## src/rtl/hazard_ctl_if.sv

```systemverilog
// hazard_ctl_if: pipeline-register fields in, PC/IF-ID/ID-EX controls out
interface hazard_ctl_if;
    logic [3:0] if_id_rs;
    logic [3:0] if_id_rt;
    logic       if_id_rs_used;
    logic       if_id_rt_used;
    logic [3:0] if_id_op;
    logic [3:0] id_ex_rd;
    logic [3:0] id_ex_op;
    logic       branch_taken;
    logic       ext_stall;
    logic       pc_wen;
    logic       if_id_wen;
    logic       id_ex_wen;
    logic       if_id_flush;
    logic       id_ex_flush;
    logic       halted;

    modport master (
        output if_id_rs, if_id_rt, if_id_rs_used, if_id_rt_used, if_id_op,
        output id_ex_rd, id_ex_op, branch_taken, ext_stall,
        input  pc_wen, if_id_wen, id_ex_wen, if_id_flush, id_ex_flush, halted
    );

    modport slave (
        input  if_id_rs, if_id_rt, if_id_rs_used, if_id_rt_used, if_id_op,
        input  id_ex_rd, id_ex_op, branch_taken, ext_stall,
        output pc_wen, if_id_wen, id_ex_wen, if_id_flush, id_ex_flush, halted
    );
endinterface

```

## src/rtl/hazard_ctl.sv

```systemverilog
// hazard_ctl: load-use stall, branch flush, halt drain and memory-stall control with saturating stats
module hazard_ctl #(
    parameter int FLUSH_CYCLES = 2,
    parameter int DRAIN_CYCLES = 3,
    parameter int CNT_W        = 16
) (
    input  logic             clk,
    input  logic             rst,
    hazard_ctl_if.slave      bus,
    output logic [CNT_W-1:0] stall_cnt,
    output logic [CNT_W-1:0] flush_cnt
);
    localparam logic [3:0] LW         = 4'b1000;
    localparam logic [3:0] HLT        = 4'b1111;
    localparam logic [2:0] FLUSH_LOAD = 3'(FLUSH_CYCLES - 1);
    localparam logic [2:0] DRAIN_LOAD = 3'(DRAIN_CYCLES - 1);

    typedef enum logic [1:0] {RUN, FLUSH, DRAIN, HALT} state_t;

    state_t     state, state_nx;
    logic [2:0] cnt, cnt_nx;
    logic       lu, stall_inc, flush_inc;

    // R0 is hard-wired zero, so a load targeting it can never feed a hazard
    assign lu = bus.id_ex_op == LW && bus.id_ex_rd != 4'd0 &&
                ((bus.if_id_rs_used && bus.if_id_rs == bus.id_ex_rd) ||
                 (bus.if_id_rt_used && bus.if_id_rt == bus.id_ex_rd));

    // Next state and pipeline controls; branch redirect outranks everything except freeze and HALT
    always_comb begin
        bus.pc_wen      = 1'b1;
        bus.if_id_wen   = 1'b1;
        bus.id_ex_wen   = 1'b1;
        bus.if_id_flush = 1'b0;
        bus.id_ex_flush = 1'b0;
        bus.halted      = !rst && state == HALT;
        state_nx        = state;
        cnt_nx          = cnt;
        stall_inc       = 1'b0;
        flush_inc       = 1'b0;
        if (rst) begin
            state_nx = RUN;
        end else if (bus.ext_stall || state == HALT) begin
            bus.pc_wen    = 1'b0;
            bus.if_id_wen = 1'b0;
            bus.id_ex_wen = 1'b0;
        end else if (bus.branch_taken) begin
            bus.if_id_flush = 1'b1;
            bus.id_ex_flush = 1'b1;
            flush_inc       = 1'b1;
            state_nx        = FLUSH_CYCLES > 1 ? FLUSH : RUN;
            cnt_nx          = FLUSH_CYCLES > 1 ? FLUSH_LOAD : 3'd0;
        end else if (state == FLUSH) begin
            bus.if_id_flush = 1'b1;
            bus.id_ex_flush = 1'b1;
            flush_inc       = 1'b1;
            cnt_nx          = cnt - 3'd1;
            state_nx        = cnt == 3'd1 ? RUN : FLUSH;
        end else if (state == DRAIN) begin
            bus.pc_wen      = 1'b0;
            bus.if_id_flush = 1'b1;
            cnt_nx          = cnt == 3'd0 ? 3'd0 : cnt - 3'd1;
            state_nx        = cnt == 3'd0 ? HALT : DRAIN;
        end else if (lu) begin
            bus.pc_wen      = 1'b0;
            bus.if_id_wen   = 1'b0;
            bus.id_ex_flush = 1'b1;
            stall_inc       = 1'b1;
        end else if (bus.if_id_op == HLT) begin
            bus.pc_wen = 1'b0;
            state_nx   = DRAIN;
            cnt_nx     = DRAIN_LOAD;
        end
    end

    // State register and saturating statistics counters
    always_ff @(posedge clk) begin
        if (rst) begin
            state     <= RUN;
            cnt       <= 3'd0;
            stall_cnt <= '0;
            flush_cnt <= '0;
        end else begin
            state <= state_nx;
            cnt   <= cnt_nx;
            if (stall_inc && !(&stall_cnt))
                stall_cnt <= stall_cnt + CNT_W'(1);
            if (flush_inc && !(&flush_cnt))
                flush_cnt <= flush_cnt + CNT_W'(1);
        end
    end
endmodule

```

## src/flat_wrapper.sv

```systemverilog
// flat-port wrapper written by rule: the top's interface ports become plain ports
module hazard_ctl_flat 
#(
    parameter int FLUSH_CYCLES = 2,
    parameter int DRAIN_CYCLES = 3,
    parameter int CNT_W        = 16
)
  (clk, rst, stall_cnt, flush_cnt, bus_if_id_rs, bus_if_id_rt, bus_if_id_rs_used, bus_if_id_rt_used, bus_if_id_op, bus_id_ex_rd, bus_id_ex_op, bus_branch_taken, bus_ext_stall, bus_pc_wen, bus_if_id_wen, bus_id_ex_wen, bus_if_id_flush, bus_id_ex_flush, bus_halted);
  hazard_ctl_if bus_i ();
  input  logic clk;
  input  logic rst;
  output logic [CNT_W-1:0] stall_cnt;
  output logic [CNT_W-1:0] flush_cnt;
  input wire logic [$bits(bus_i.if_id_rs)-1:0] bus_if_id_rs;
  input wire logic [$bits(bus_i.if_id_rt)-1:0] bus_if_id_rt;
  input wire logic [$bits(bus_i.if_id_rs_used)-1:0] bus_if_id_rs_used;
  input wire logic [$bits(bus_i.if_id_rt_used)-1:0] bus_if_id_rt_used;
  input wire logic [$bits(bus_i.if_id_op)-1:0] bus_if_id_op;
  input wire logic [$bits(bus_i.id_ex_rd)-1:0] bus_id_ex_rd;
  input wire logic [$bits(bus_i.id_ex_op)-1:0] bus_id_ex_op;
  input wire logic [$bits(bus_i.branch_taken)-1:0] bus_branch_taken;
  input wire logic [$bits(bus_i.ext_stall)-1:0] bus_ext_stall;
  output wire logic [$bits(bus_i.pc_wen)-1:0] bus_pc_wen;
  output wire logic [$bits(bus_i.if_id_wen)-1:0] bus_if_id_wen;
  output wire logic [$bits(bus_i.id_ex_wen)-1:0] bus_id_ex_wen;
  output wire logic [$bits(bus_i.if_id_flush)-1:0] bus_if_id_flush;
  output wire logic [$bits(bus_i.id_ex_flush)-1:0] bus_id_ex_flush;
  output wire logic [$bits(bus_i.halted)-1:0] bus_halted;
  assign bus_i.if_id_rs = bus_if_id_rs;
  assign bus_i.if_id_rt = bus_if_id_rt;
  assign bus_i.if_id_rs_used = bus_if_id_rs_used;
  assign bus_i.if_id_rt_used = bus_if_id_rt_used;
  assign bus_i.if_id_op = bus_if_id_op;
  assign bus_i.id_ex_rd = bus_id_ex_rd;
  assign bus_i.id_ex_op = bus_id_ex_op;
  assign bus_i.branch_taken = bus_branch_taken;
  assign bus_i.ext_stall = bus_ext_stall;
  assign bus_pc_wen = bus_i.pc_wen;
  assign bus_if_id_wen = bus_i.if_id_wen;
  assign bus_id_ex_wen = bus_i.id_ex_wen;
  assign bus_if_id_flush = bus_i.if_id_flush;
  assign bus_id_ex_flush = bus_i.id_ex_flush;
  assign bus_halted = bus_i.halted;
  hazard_ctl #(.FLUSH_CYCLES(FLUSH_CYCLES), .DRAIN_CYCLES(DRAIN_CYCLES), .CNT_W(CNT_W)) u_core (.clk(clk), .rst(rst), .bus(bus_i), .stall_cnt(stall_cnt), .flush_cnt(flush_cnt));
endmodule
```

## config.mk

```make
export PLATFORM = sky130hd
export DESIGN_NAME = hazard_ctl_flat
export DESIGN_NICKNAME = d
export VERILOG_FILES = /design/src/rtl/hazard_ctl_if.sv /design/src/rtl/hazard_ctl.sv /design/src/flat_wrapper.sv
export SDC_FILE = /design/constraint.sdc
export NUM_CORES = 1
export LEC_CHECK = 0
export BUFFER_PORTS_ARGS = -buffer_cell sky130_fd_sc_hd__buf_4
export CAP_MARGIN = 20
export CORE_UTILIZATION = 35
export DETAILED_ROUTE_END_ITERATION = 8
export GPL_TIMING_DRIVEN = 0
export PLACE_DENSITY = 0.63
export SYNTH_ARGS = -nofsm -noshare
export SYNTH_HDL_FRONTEND = slang
export SYNTH_SLANG_ARGS = --single-unit
```

## constraint.sdc

```tcl
create_clock -name clk -period 3.9 [get_ports clk]
set_input_delay 0.195 -clock clk [delete_from_list [all_inputs] [get_ports clk]]
set_output_delay 0.195 -clock clk [all_outputs]
set_load 0.005 [all_outputs]
```

# ---- Yosys cells after proc, flatten, opt, wreduce, memory -nomap -nowiden
# Cells that the tools add are included.
dict set report word_totals {
  regBits 37
  inputBits 26
  output_inout_bits 38
  wordCells 82
}
dict set report op_classes {
  n_addsub 3
  n_eq_ne 9
  muxes 47
  bitwise 1
  n_reduce_logical 18
}
# operator n
set op_table {}
lappend op_table {{$mux 1} 36}
lappend op_table {{$add 16x1->16 const B} 2}
lappend op_table {{$reduce_and 16->1} 2}
lappend op_table {{$mux 3} 6}
lappend op_table {{$mux 2} 5}
lappend op_table {{$eq 4x4->1} 2}
lappend op_table {{$eq 4x4->1 const B} 2}
lappend op_table {{$reduce_bool 4->1} 2}
lappend op_table {{$logic_and 1x1->1} 7}
lappend op_table {{$eq 2x2->1 const B} 2}
lappend op_table {{$ne 4x4->1 const B} 1}
lappend op_table {{$eq 3x1->1 const B} 1}
lappend op_table {{$logic_not 1->1} 3}
lappend op_table {{$logic_not 3->1} 1}
lappend op_table {{$reduce_and 3->1} 1}
lappend op_table {{$sub 3x1->3 const B} 1}
lappend op_table {{$eq 2x1->1 const B} 1}
lappend op_table {{$logic_or 1x1->1} 2}
lappend op_table {{$not 1->1} 1}

# ---- Longest topological paths before layout
# Gate-level depths: netlist (run 1).
dict set report logic_depth {
  ltp_word 11
  ltp_mapped 10
  mapped_depth_nobuf 8
}

# ---- Worst setup path after synthesis (run 1)
# No wires, ideal clock.
dict set report synth_timing {
  path_kind {flip-flop to flip-flop}
  start {reg u_core.state[0]}
  end {reg u_core.flush_cnt[10]}
  setup_ns 0.128
  arrival_time_ns 1.963
  required_time_ns 3.772
  path_slack_ns 1.809
  stages_incl_launch_ff 9
  path_buffers 1
  synth_period_minus_slack_ns 2.091
  cell_sequence {dfxtp_1 ha_1 or3_1 or2_2 a21oi_1 buf_2 nand4_1 xnor2_1 nor2_1}
}
dict set report synth_via {
  elab_chain_len 6
  elab_cells_between_ends 8
  cone_classes {eq/ne (2); mux (4); reduce/logical (2)}
}
# item line_no
set synth_lines {}
lappend synth_lines {{start, declared} hazard_ctl.sv:20} ;# state_t state, state_nx;
lappend synth_lines {{start signal, assigned} hazard_ctl.sv:84} ;# state <= state_nx;
lappend synth_lines {{$eq 2x1->1} hazard_ctl.sv:53} ;# end else if (state == FLUSH) begin
lappend synth_lines {{$mux 1} hazard_ctl.sv:53}
lappend synth_lines {{$mux 1} hazard_ctl.sv:47} ;# end else if (bus.branch_taken) begin
lappend synth_lines {{$mux 1 (*)} hazard_ctl.sv:43} ;# end else if (bus.ext_stall || state == HALT) begin
lappend synth_lines {{$mux 1 (*)} hazard_ctl.sv:41} ;# if (rst) begin
lappend synth_lines {{$logic_and 1x1->1 (*)} hazard_ctl.sv:88} ;# if (flush_inc && !(&flush_cnt))
lappend synth_lines {{end signal, assigned} hazard_ctl.sv:89} ;# flush_cnt <= flush_cnt + CNT_W'(1);
lappend synth_lines {{end, declared} hazard_ctl.sv:11} ;# output logic [CNT_W-1:0] flush_cnt
# Mark *: on every way between the ends. The rest lies on a longest branch, timed or not.
# A chain may end at the register's enable or synchronous reset.

# ---- Worst setup path after layout (run 1)
# Ends and elaborated chain as after synthesis.

==> impl_metrics.json, run 1 <==
{
  "die_y_um": 80.2,
  "grt_pass1_wl_um": 8560,
  "arrival_ns": 2.53,
  "outcome": "complete, no violations",
  "die_area_sq_mm": 0.00644,
  "ant_nets": 0,
  "io_pins": 64,
  "end_kind": "flip-flop",
  "route.detailed.wl_per_inst_um": 12.6,
  "cts_tree": "yes",
  "ff2ff_path_depth": 8,
  "finalNetCount": 363,
  "grt_pass1_vias": 1911,
  "setup_violations": 0,
  "grt_max_degree": 14,
  "worst_slew_pin_slew_ns": 0.565,
  "area_delta_synth_final_pct": 30.4,
  "yosys.area.top_type": "dfxtp_1",
  "synth_area_sq_mm": 0.00214,
  "startpoint_type": "flip-flop",
  "dp.cells": 397,
  "criticalPathCategory": "flip-flop to flip-flop",
  "multi_input_area_sq_mm": 0.00131,
  "hold_depth": 3,
  "route.detailed.drc": 0,
  "cts_root_buf": "clkbuf_8",
  "postCtsSetupRepairBufs": 0,
  "register_area_sq_um": 741,
  "syn_inst": 260,
  "ys_types": 46,
  "insertedDiodeCount": 0,
  "grtUsageTotal_pct": 16.8,
  "route.final.wire_length_um": 5100,
  "cts_sinks": 37,
  "antenna_found_initial": 0,
  "num_rows": 28,
  "ctsResizeCount": 0,
  "async_flop_share_pct": 0,
  "final_cells": 405,
  "p_leak_nw": 1.11,
  "ys_ff_latch": 37,
  "synthFlopType": "dfxtp_1",
  "slew_violations": 0,
  "clk_pin_slew_ns": 0.08,
  "avgSynthCellArea_sq_um": 8.24,
  "synth-edff-count": 0,
  "hp-class": "primary input to flip-flop",
  "worstSkewPairLatency_ns": 0.29,
  "maxCapViolCount": 0,
  "tns_ns": 0,
  "fill_cells": 611,
  "drt_iter0_drc": 102,
  "numCtsBuffers": 5,
  "grt_overflow": 0,
  "initial_core_util_pct": 36.2,
  "cp.required_ns": 4.07,
  "port_buffers": 62,
  "seq_area_frac_synth_pct": 34.6,
  "grt_setup_unrepaired": "false",
  "clockBufferDepth": 2,
  "cts_hold_buffers": 0,
  "route.vias.total": 2134,
  "synth.top_cell.area_share_pct": 34.6,
  "drive_gt1_share_pct": 25.2,
  "slew_headroom_pct": 61.9,
  "power_density_mw_per_mm2": 273,
  "hold_violations": 0,
  "post-route-period-util_pct": 60.4,
  "p_total_mw": 0.763,
  "finClkSkew_ns": 0.00750,
  "post-dp-hpwl_um": 3920,
  "period_needed_ns": 2.35,
  "fmax_mhz": 425,
  "yosys_warnings": 0,
  "htreeDepth": 2,
  "core_area_sq_mm": 0.00592,
  "cp_max_fo": 10,
  "routabilityCongestion": 0.827,
  "peakVddDrop_mv": 0.128,
  "die_w_um": 80.2,
  "synth_area_leaders": "dfxtp_1 (35%), nor2_1 (5.6%), xor2_1 (4.9%)",
  "viasPerCell": 5.27,
  "synthesis.nets": 294,
  "firstDrtPassIters": 4
}
## report_power, final
group	total, mW	internal (mW)	switching [mW]
clock	0.271	0.127	0.144
sequential	0.387	0.383	0.00481
combinational	0.104	0.0500	0.0544
total	0.763	0.559	0.203
## final timing paths
path	start	endpoint	slack (ns)
worst max-delay path	u_core.state[0]$_SDFFE_PP0P_	u_core.flush_cnt[10]$_SDFFE_PP0P_	1.55
worst min-delay path	rst	u_core.stall_cnt[5]$_SDFFE_PP0P_	0.28
worst max register to register	u_core.state[0]$_SDFFE_PP0P_	u_core.flush_cnt[10]$_SDFFE_PP0P_	1.55
worst min register to register	u_core.stall_cnt[11]$_SDFFE_PP0P_	u_core.stall_cnt[11]$_SDFFE_PP0P_	0.50
## layer usage
layer  GRT usage [%]  part of all wire [%]
met1            22.2                    48
met2            27.9                    45
met3            3.30                   6.6
met4            4.64                   1.1
met5               0                     0
## worst max-delay path, cell delays in order (launching register included)
cell,delay [ns]
dfxtp_1,0.34
ha_1,0.24
or3_1,0.47
or2_2,0.39
a21oi_1,0.19
buf_2,0.25
nand4_1,0.14
xnor2_1,0.17
nor2_1,0.05
## cell families (layout without fill, tap and decap cells)
family          Yosys count  in the layout  synth area share, %
simple gates            115            115                 28.5
compound gates           52             52                 16.7
flops                    37             37                 34.6
xor+xnor                 23             23                 9.40
buf+inv                  21             91                 4.15
fa+ha+maj                 8              8                 4.67
mux                       4              4                 1.99
## cell usage in the layout (no fill, tap or decap), types with 5 or more instances in the layout
cell,n
a21oi_1,16
and3_1,6
buf_4,62
clkbuf_1,5
clkbuf_8,5
dfxtp_1,37
ha_1,8
inv_1,13
nand2_1,19
nand3_1,14
nand4_1,12
nor2_1,32
o21ai_0,12
o31ai_1,6
or3_1,8
xnor2_1,11
xor2_1,12
## metrics by stage
step	hold slack [ns]	cell area [sq um]	utilization, %	setup WS (ns)
6_report	0.275	2790	47.2	1.55
5_1_grt	0.328	2790	47.2	1.24
4_1_cts	0.272	2790	47.2	1.54
3_5_place_dp	0.496	2700	45.6	1.54
3_3_place_gp	0.488	2700	45.6	1.55
2_1_floorplan	0.403	2140	-	1.81
## synth_stat cells, types with 4 or more instances
master / count
clkbuf_1: 5
nor2_1: 32
nand4_1: 12
dfxtp_1: 37
nor4_1: 4
nor3_1: 4
nand3_1: 14
xor2_1: 12
or3_1: 8
a21oi_1: 16
and3_1: 6
o31ai_1: 6
nand2_1: 19
inv_1: 13
o21ai_0: 12
ha_1: 8
xnor2_1: 11
## flip-flops by register name (all words and copies together) (netlist names)
| register | flops |
|---|---|
| u_core.cnt | 3 |
| u_core.flush_cnt | 16 |
| u_core.stall_cnt | 16 |
| u_core.state | 2 |
## layout make-up
class | instances | area share, %
multi-input combinational | 202 | 47.0
timing repair buffer | 62 | 16.7
inverter | 13 | 1.75
tap | 75 | 3.36
clock inverter | 3 | 0.806
sequential | 37 | 26.5
buffer | 8 | 1.43
clock buffer | 5 | 2.46
Power figures use the tool's default switching activity.
==> run 2, diff against run 1 <==
==> constraint.sdc (replaced) <==
create_clock -name clk -period 2.28 [get_ports clk]
set_input_delay 0.114 -clock clk [delete_from_list [all_inputs] [get_ports clk]]
set_output_delay 0.114 -clock clk [all_outputs]
set_load 0.005 [all_outputs]
==> run 2 against run 1 <==
Effect of this change: routed wire length up 1.0%; first-iteration DRC count down 19%; flip-flop and latch count unchanged; combinational power up 84%; largest cell class unchanged; sequential power up 72%; maximum frequency up 9.8%; critical path depth down 1; cell area up 2.2%.
==> impl_metrics.json, run 2 (same netlist as run 1, synthesis figures left out) <==
{
  "hold_violations": 0,
  "reg_top3": "u_core.flush_cnt: 16 flops, u_core.stall_cnt: 16 flops, u_core.cnt: 3 flops",
  "place_area_sq_mm": 0.00270,
  "route.final.wire_length_um": 5160,
  "final_cells": 408,
  "die_area_sq_mm": 0.00644,
  "fin_hold_ws_ns": 0.192,
  "core_area_sq_mm": 0.00592,
  "post-dp-hpwl_um": 3920,
  "antenna_found_initial": 0,
  "layout_common_cells": "buf_4 (67), dfxtp_1 (35), nor2_1 (32), nand2_1 (19), a21oi_1 (15)",
  "io_pins": 64,
  "finClkSkew_ns": 0.00661,
  "ff2ff_path_depth": 7,
  "grt_pass1_vias": 1915,
  "crit_start": "u_core.state[0]$_SDFFE_PP0P_",
  "htreeDepth": 2,
  "r2r_end": "u_core.stall_cnt[11]$_SDFFE_PP0P_",
  "p_leak_nw": 1.13,
  "outcome": "complete, no violations",
  "dp.cells": 397,
  "die_y_um": 80.2,
  "register_area_sq_um": 743,
  "insertedDiodeCount": 0,
  "pre_cts_slack_ns": -0.0786,
  "viasPerCell": 5.19,
  "arrival_ns": 2.36,
  "slew_headroom_pct": 61.7,
  "num_rows": 28,
  "cts_sinks": 37,
  "firstDrtPassIters": 4,
  "cts_root_buf": "clkbuf_8",
  "clk_pin_slew_ns": 0.07,
  "cpMaxStageDelayCell": "or4_1",
  "cp_max_fo": 4,
  "cp_cell_sequence": "ha_2 -> or3_4 -> nor2b_4 -> and3_4 -> nand4_1 -> or4_1 -> a21oi_1",
  "routabilityCongestion": 0.827,
  "worst-path-buf-inv": 0,
  "die_w_um": 80.2,
  "grt_overflow": 0,
  "multi_input_area_sq_mm": 0.00134,
  "drt_iter0_drc": 83,
  "max_stage_delay_ns": 0.51,
  "worst_slew_pin_slew_ns": 0.569,
  "p_total_mw": 1.32,
  "port_buffers": 62,
  "peakVddDrop_mv": 0.214,
  "end_kind": "flip-flop",
  "ant_nets": 0,
  "fill_cells": 608,
  "grt_max_degree": 14,
  "final_util_pct": 48.2,
  "grtUsageTotal_pct": 17.0,
  "clockBufferDepth": 2,
  "slew_violations": 0,
  "cts_hold_buffers": 0,
  "cts_tree": "yes",
  "crit_cells": 7,
  "route.vias.total": 2119,
  "initial_core_util_pct": 36.2,
  "critPathCapture": "u_core.stall_cnt[11]$_SDFFE_PP0P_",
  "cp_top_family": "simple AND/OR/NAND/NOR gates",
  "hp-class": "primary input to flip-flop",
  "r2r-start": "u_core.state[0]$_SDFFE_PP0P_",
  "layout_commonest_cell": "buf_4",
  "startpoint_type": "flip-flop",
  "post-route-period-util_pct": 94.0,
  "maxCapViolCount": 0,
  "period_needed_ns": 2.14,
  "numCtsBuffers": 5,
  "regToRegSetupSlack_ns": 0.14,
  "tns_ns": 0,
  "grt_pass1_wl_um": 8600,
  "final.setup.worst_slack_ns": 0.136,
  "route.detailed.drc": 0,
  "design_area_sq_mm": 0.00286,
  "route.detailed.wl_per_inst_um": 12.6,
  "area_delta_synth_final_pct": 33.3,
  "criticalPathCategory": "flip-flop to flip-flop",
  "worstSkewPairLatency_ns": 0.29,
  "setup_violations": 0,
  "finalNetCount": 366,
  "drive_gt1_share_pct": 28.8,
  "cp.required_ns": 2.50,
  "power_density_mw_per_mm2": 461,
  "fmax_mhz": 466
}
[run 2: cell count changes in the layout (fill, tap and decap cells not counted), sizes merged]
cell / previous run / this run
buf: 65 / 69
clkbuf: 10 / 9
[run 2: what timing repair did]
| action | 4_1_cts | 5_1_grt |
|---|---|---|
| buffers inserted | 0 | 4 |
| endpoints found under the setup margin | 7 | 14 |
| pin swaps | 0 | 4 |
| gates resized for setup | 4 | 7 |
| gates cloned | 0 | 0 |
[run 2: worst reg2reg max path: stages (launching register included)]
cell     delay, ns
dfxtp_2       0.34
ha_2          0.20
or3_4         0.40
nor2b_4       0.14
and3_4        0.19
nand4_1       0.15
or4_1         0.51
a21oi_1       0.14
[run 2: how the worst min path moves through the flow]
stage | from | end | slack [ns] | cells past startpoint
3_5_place_dp | rst | u_core.stall_cnt[5]$_SDFFE_PP0P_ | 0.49 | 3
3_3_place_gp | rst | u_core.stall_cnt[5]$_SDFFE_PP0P_ | 0.48 | 3
2_1_floorplan | bus_ext_stall | bus_id_ex_wen | 0.30 | 1
6_report | rst | u_core.stall_cnt[5]$_SDFFE_PP0P_ | 0.19 | 3
5_1_grt | rst | u_core.stall_cnt[5]$_SDFFE_PP0P_ | 0.25 | 3
4_1_cts | rst | u_core.stall_cnt[5]$_SDFFE_PP0P_ | 0.19 | 3
[run 2: power breakdown]
group	leakage, nW	internal [mW]	switching [mW]
sequential	0.300	0.655	0.00846
combinational	0.784	0.0957	0.0954
clock	0.0481	0.217	0.246
total	1.13	0.967	0.350
[run 2: cell type report]
class	instances	share of cell area [%]
clock inverters	3	0.789
inverters	13	1.71
repair buffers	66	17.4
multi-input cells	202	47.1
plain buffers	7	1.36
well taps	75	3.29
flip-flops and latches	37	26.0
clock buffers	5	2.41
[run 2: per-layer routing]
metal	global-route usage [%]	wire (um)	vias up
met5	0	0	-
li1	-	-	1074
met2	28.5	2370	71
met4	4.11	35	0
met1	22.2	2400	969
met3	3.30	348	5
